==> src/rtl/audio_pkg.sv <==
// Shared types and constants for the audio frame feeder and its FIFO.
package audio_pkg;

  // Codec word width; the feeder's SAMPLE_W parameter must equal this.
  localparam int SAMPLE_W = 16;

  // Bit positions inside channel_sel = {left_en, right_en}.
  localparam int CH_LEFT  = 1;
  localparam int CH_RIGHT = 0;

  // One stereo frame as stored in the FIFO.
  typedef struct packed {
    logic [SAMPLE_W-1:0] left;
    logic [SAMPLE_W-1:0] right;
  } frame_t;

endpackage

==> src/rtl/audio_frame_feeder_sync_fifo.sv <==
// Single-clock FIFO with registered full/empty flags and an occupancy count.
// Reset flushes the FIFO by zeroing the pointers; storage is not cleared.
module sync_fifo #(
  parameter int WIDTH      = 32,
  parameter int DEPTH_LOG2 = 3
) (
  input  logic                  clk,
  input  logic                  reset,
  input  logic                  push_i,
  input  logic [WIDTH-1:0]      wdata_i,
  input  logic                  pop_i,
  output logic [WIDTH-1:0]      rdata_o,
  output logic                  full_o,
  output logic                  empty_o,
  output logic [DEPTH_LOG2:0]   count_o
);

  localparam int DEPTH = 1 << DEPTH_LOG2;
  localparam logic [DEPTH_LOG2:0] DEPTH_CNT = DEPTH[DEPTH_LOG2:0];

  logic [WIDTH-1:0]      mem_q [DEPTH];
  logic [DEPTH_LOG2-1:0] wr_ptr_q, wr_ptr_d;
  logic [DEPTH_LOG2-1:0] rd_ptr_q, rd_ptr_d;
  logic [DEPTH_LOG2:0]   cnt_q, cnt_d;
  logic                  full_q, empty_q;
  logic                  push_ok, pop_ok;

  // Full blocks a push even when a pop happens in the same cycle.
  assign push_ok = push_i && !full_q;
  assign pop_ok  = pop_i && !empty_q;

  // Pointer and count next-state; pointers wrap naturally at the power-of-two depth.
  always_comb begin
    wr_ptr_d = wr_ptr_q;
    rd_ptr_d = rd_ptr_q;
    cnt_d    = cnt_q;
    if (push_ok) wr_ptr_d = wr_ptr_q + 1'b1;
    if (pop_ok)  rd_ptr_d = rd_ptr_q + 1'b1;
    case ({push_ok, pop_ok})
      2'b10:   cnt_d = cnt_q + 1'b1;
      2'b01:   cnt_d = cnt_q - 1'b1;
      default: cnt_d = cnt_q;
    endcase
  end

  // Control state with flags registered from the next count.
  always_ff @(posedge clk) begin
    if (reset) begin
      wr_ptr_q <= '0;
      rd_ptr_q <= '0;
      cnt_q    <= '0;
      full_q   <= 1'b0;
      empty_q  <= 1'b1;
    end else begin
      wr_ptr_q <= wr_ptr_d;
      rd_ptr_q <= rd_ptr_d;
      cnt_q    <= cnt_d;
      full_q   <= (cnt_d == DEPTH_CNT);
      empty_q  <= (cnt_d == '0);
    end
  end

  // Storage write; contents are don't-care after reset.
  always_ff @(posedge clk) begin
    if (push_ok && !reset) mem_q[wr_ptr_q] <= wdata_i;
  end

  assign rdata_o = mem_q[rd_ptr_q];
  assign full_o  = full_q;
  assign empty_o = empty_q;
  assign count_o = cnt_q;

endmodule

==> src/rtl/audio_frame_feeder.sv <==
// Buffers stereo frames and hands one channel word to the codec per
// sample_end pulse: [0] pops a frame and emits left, [1] emits the held right.
// Optional build macro UNDERRUN_HOLD_EN: on underrun repeat the last left
// sample and keep the last right sample instead of outputting silence.
module audio_frame_feeder #(
  parameter int DEPTH_LOG2 = 3,
  parameter int SAMPLE_W   = 16
) (
  input  logic                  clk,
  input  logic                  reset,
  input  logic                  enable,
  input  logic                  frame_valid,
  output logic                  frame_ready,
  input  logic [SAMPLE_W-1:0]   frame_left,
  input  logic [SAMPLE_W-1:0]   frame_right,
  input  logic [1:0]            sample_end,
  output logic [SAMPLE_W-1:0]   audio_output,
  output logic [1:0]            channel_sel,
  output logic [DEPTH_LOG2:0]   fill_level,
  output logic [15:0]           underrun_count,
  input  logic                  underrun_clr
);

  import audio_pkg::*;

  if (SAMPLE_W != audio_pkg::SAMPLE_W) begin : g_width_check
    $error("SAMPLE_W must match the codec word width");
  end

  frame_t        wr_frame, rd_frame;
  logic          fifo_full, fifo_empty;
  logic          pop_req, right_req, underrun;

  logic [SAMPLE_W-1:0] aout_q, aout_d;
  logic [SAMPLE_W-1:0] rhold_q, rhold_d;
  logic [15:0]         ucnt_q, ucnt_d;
  logic [1:0]          chsel_q;
  // Set by the first left request after enable rises; right requests are
  // ignored until then so a stream never opens on a right word.
  logic                started_q, started_d;
`ifdef UNDERRUN_HOLD_EN
  logic [SAMPLE_W-1:0] last_left_q, last_left_d;
`endif

  assign wr_frame = '{left: frame_left, right: frame_right};

  // Left request wins if the codec ever raises both bits together.
  assign pop_req   = enable && sample_end[0];
  assign right_req = enable && sample_end[1] && !sample_end[0];
  assign underrun  = pop_req && fifo_empty;

  // Ready is low throughout reset, then follows the registered full flag.
  assign frame_ready = !reset && !fifo_full;

  sync_fifo #(
    .WIDTH      ($bits(frame_t)),
    .DEPTH_LOG2 (DEPTH_LOG2)
  ) u_fifo (
    .clk     (clk),
    .reset   (reset),
    .push_i  (frame_valid && !reset),
    .wdata_i (wr_frame),
    .pop_i   (pop_req),
    .rdata_o (rd_frame),
    .full_o  (fifo_full),
    .empty_o (fifo_empty),
    .count_o (fill_level)
  );

  // Output word, right-hold and underrun counter next-state.
  always_comb begin
    aout_d    = aout_q;
    rhold_d   = rhold_q;
    started_d = started_q;
    ucnt_d    = ucnt_q;
`ifdef UNDERRUN_HOLD_EN
    last_left_d = last_left_q;
`endif
    if (!enable) begin
      aout_d    = '0;
      started_d = 1'b0;
    end else if (pop_req) begin
      started_d = 1'b1;
      if (!fifo_empty) begin
        aout_d  = rd_frame.left;
        rhold_d = rd_frame.right;
`ifdef UNDERRUN_HOLD_EN
        last_left_d = rd_frame.left;
`endif
      end else begin
`ifdef UNDERRUN_HOLD_EN
        aout_d = last_left_q;
`else
        aout_d  = '0;
        rhold_d = '0;
`endif
      end
    end else if (right_req && started_q) begin
      aout_d = rhold_q;
    end

    if (underrun_clr)
      ucnt_d = underrun ? 16'd1 : 16'd0;
    else if (underrun && ucnt_q != 16'hFFFF)
      ucnt_d = ucnt_q + 16'd1;
  end

  // Output and control registers.
  always_ff @(posedge clk) begin
    if (reset) begin
      aout_q    <= '0;
      rhold_q   <= '0;
      ucnt_q    <= '0;
      chsel_q   <= 2'b00;
      started_q <= 1'b0;
    end else begin
      aout_q             <= aout_d;
      rhold_q            <= rhold_d;
      ucnt_q             <= ucnt_d;
      chsel_q[CH_LEFT]   <= enable;
      chsel_q[CH_RIGHT]  <= enable;
      started_q          <= started_d;
    end
  end

`ifdef UNDERRUN_HOLD_EN
  // Last successfully popped left sample, replayed on underrun.
  always_ff @(posedge clk) begin
    if (reset) last_left_q <= '0;
    else       last_left_q <= last_left_d;
  end
`endif

  assign audio_output   = aout_q;
  assign channel_sel    = chsel_q;
  assign underrun_count = ucnt_q;

  a_no_dual_request: assert property (@(posedge clk) disable iff (reset)
    sample_end != 2'b11);

endmodule

==> config.mk <==
export PLATFORM = sky130hd
export DESIGN_NAME = audio_frame_feeder
export DESIGN_NICKNAME = d
export VERILOG_FILES = /design/src/rtl/audio_pkg.sv /design/src/rtl/audio_frame_feeder_sync_fifo.sv /design/src/rtl/audio_frame_feeder.sv
export SDC_FILE = /design/constraint.sdc
export NUM_CORES = 1
export LEC_CHECK = 0
export BUFFER_PORTS_ARGS = -buffer_cell sky130_fd_sc_hd__clkbuf_2
export CAP_MARGIN = 5
export CORE_ASPECT_RATIO = 1.25
export CORE_MARGIN = 3
export CORE_UTILIZATION = 54
export CTS_CLUSTER_DIAMETER = 30
export DETAILED_ROUTE_END_ITERATION = 7
export PLACE_DENSITY = 0.71
export SLEW_MARGIN = 10
export SYNTH_ARGS = -nofsm -noshare
export SYNTH_HDL_FRONTEND = slang
export SYNTH_HIERARCHICAL = 1
export SYNTH_SLANG_ARGS = --single-unit
==> constraint.sdc <==
create_clock -name clk -period 15.1 [get_ports clk]
set_input_delay 0.755 -clock clk [delete_from_list [all_inputs] [get_ports clk]]
set_output_delay 0.755 -clock clk [all_outputs]
set_load 0.005 [all_outputs]
==> run_results.csv <==
group,metric,value,unit
cells_and_area,area_growth,18.65,%
clock_tree,cts_tree,"done",
global_routing,grt_use_total,21.37,%
cells_and_area,drive_above_1_share,29.10,%
yosys,avgSynthCellArea,18.04,um2
run,drv_cap,0,
global_routing,grt_pass1_vias,7284,
yosys,synthCells,708,
yosys,netlist_area,12770,um2
clock_tree,cts_hold_buf,0,
yosys,synth_top_area_cell,"edfxtp_1",
place,hpwl,15350,um
cells_and_area,multi_input_area,3576,um2
yosys,async_flop_share,0,%
drt,vias,6951,
place,routabilityCongestion,0.8050,
sta,setup_viol_count_final,0,
clock_tree,cts.sink_count,321,
sta,rsz0062_at_grt,"false",
yosys,synth.most_common_cell,"edfxtp_1",
yosys,synth.area.top_cells,"edfxtp_1 60%, dfxtp_1 10%, mux4_1 8.2%",
global_routing,grt_overflow,0,
die,io_pins,78,
cells_and_area,register_area,8996,um2
place,post-place-cells,1043,
yosys,netlist.area_leader.share,60.20,%
drt,antenna_left,0,
die,die_h,177.9,um
cells_and_area,fin_area,15150,um2
worst_setup_path,startpoint_type,"input port",
drt,first_pass_iters,5,
drt,drc,0,
die,rows,62,
sta,worst_slack,11.78,ns
yosys,yosysSeqAreaShare,70.39,%
drt,wl,26930,um
place,io_buffers,77,
pwr,power.share.sequential,44.1,%
sta,fmax,301.5,MHz
pwr,vdd.ir_drop.worst,0.09500,mV
status,status,"completed",
pwr,p_switching,452.0,uW
cells_and_area,final_nets,849,
sta,clock_skew,0.03190,ns
yosys,ys_warn_count,6,
worst_setup_path,end_kind,"flop",
yosys,yosys-top-cells-count,"256 x edfxtp_1, 65 x dfxtp_1, 44 x a21oi_1, 40 x mux4_1, 36 x nor2_1",
drt,drt-initial-drc-count,472,
global_routing,antenna_found_initial,1,
clock_tree,cts_root_buf,"clkbuf_16",
yosys,synthFlopType,"edfxtp_1",
worst_setup_path,path_max_fanout,44,
die,fp.coreArea,23120,um2
global_routing,grt_pass1_wl,41080,um
die,start_util,55.24,%
pwr,swShare,20.49,%
worst_setup_path,worstSetupPathType,"input port to flop",
yosys,synthesis.nets,753,
pwr,clkPwrFrac,52.3,%
sta,report.final.hold_viol_count,0,
pwr,power_leakage,5.167,nW
clock_tree,cts_resized,0,
sta,setup_tns,0,ns
die,die_w,143.5,um
place,place_area,13430,um2
drt,wl_per_cell,23.81,um
sta,period_share,21.96,%
worst_setup_path,critPathRequiredTime,15.53,ns
hold_path,worstHoldPathType,"flop to flop",
clock_tree,cts_setup_buffers,0,
pwr,power_frac_comb,3.6,%
pwr,pwr_density_cell,145.6,nW/um2
sta,drv_slew,0,
place,post-place-ws,11.31,ns
sta,max_slew_margin,20.80,%
cells_and_area,fillers,1510,
die,die_area,25540,um2
clock_tree,htreeDepth,2,
yosys,synth-edff-count,256,
drt,viasPerCell,6.146,
clock_tree,clock_path_buffers,3,
clock_tree,clk_pin_slew,0.05,ns
yosys,synth.ff_latch_count,321,
yosys,synth.distinct_cells,48,
clock_tree,clk_latency,0.54,ns
sta,fin_crit,3.316,ns
cells_and_area,fin_cells,1131,
sta,worstMarginPinSlew,1.188,ns
worst_setup_path,crit_arrival,3.75,ns
global_routing,grt_max_degree,66,
pwr,internal_power,1.754,mW
clock_tree,cts_made_buffers,47,
-- final cells by class --
cell class / count / share of cell area [%]
clock buffers: 53 / 8.258
repair buffers: 89 / 3.138
clock inverters: 34 / 3.056
multi-input cells: 338 / 23.60
diodes: 1 / 0.01652
flip-flops and latches: 321 / 59.38
inverters: 7 / 0.1734
well taps: 288 / 2.378
-- logic make-up (layout without fill, tap and decap cells) --
kind of cell    after synthesis  count (layout)  share of synthesized area (%)
compound gates               80              80                          3.880
fa+ha+maj                     6               6                         0.5879
mux                         118             118                          17.01
xor+xnor                      8               8                         0.5486
buf+inv                      49             183                          2.018
simple gates                126             126                          5.565
other cells                   0               1                              0
flops                       321             321                          70.39
-- flip-flops by register name, indices dropped and copies added, names as in the netlist, 3 cells and up, named ones only --
signal	flops
u_fifo/wr_ptr_q	3
underrun_count	16
audio_output	16
u_fifo/count_o	4
u_fifo/rd_ptr_q	3
u_fifo/mem_q	256
rhold_q	16
-- power groups by stage --
stage	Sequential [mW]	Combinational, mW	Clock [mW]
3_5_place_dp	0.992	0.0782	0
2_1_floorplan	0.987	0.0538	0
6_report	0.974	0.0786	1.15
5_1_grt	0.974	0.0850	1.21
3_3_place_gp	0.991	0.0742	0
4_1_cts	0.974	0.0791	1.17
-- placed cells by master, fill, tap and decap left out, types with 10 or more instances in the layout --
cell type,count
a211oi_1,16
nor3b_1,17
mux4_2,24
nand2_1,10
dfxtp_1,63
clkbuf_2,77
buf_4,12
a21oi_1,44
mux2_2,32
mux2i_1,22
mux4_1,40
clkbuf_16,49
edfxtp_1,256
nor2_1,34
-- metal layers --
layer | vias up | track usage [%] | part of all wire, %
met5 | - | 0 | 0
met4 | 0 | 7.025 | 2.5
met3 | 50 | 3.666 | 5.0
met2 | 229 | 38.63 | 54
met1 | 3577 | 25.95 | 39
li1 | 3095 | - | -
-- stage by stage --
step                      hold slack, ns  util (%)  power, mW
final                             0.4819     65.54      2.206
after global routing              0.5034     65.54      2.268
after CTS                         0.4771     65.53      2.223
after detailed placement          0.4737     58.11      1.070
after global placement            0.4535     58.11      1.065
after floorplan                   0.4376         -      1.041
-- final timing paths --
check / start / end / slack, ns / cells past startpoint
max: reset / u_fifo/full_o / 11.78 / 12
min: started_q / started_q / 0.48 / 2
max reg2reg: u_fifo/empty_o / u_fifo/full_o / 12.20 / 9
min reg2reg: started_q / started_q / 0.48 / 2
-- critical path: stages --
cell and delay (ns):
clkbuf_2 0.51, nor2b_1 0.24, nor2b_1 0.42, inv_1 0.13, ha_1 0.29, xor2_1 0.19
ha_1 0.20, a21oi_1 0.17, xor2_1 0.19, nor2_1 0.08, xnor2_1 0.29, nor4bb_1 0.24
Note: power is estimated with default switching activity, not from simulation.
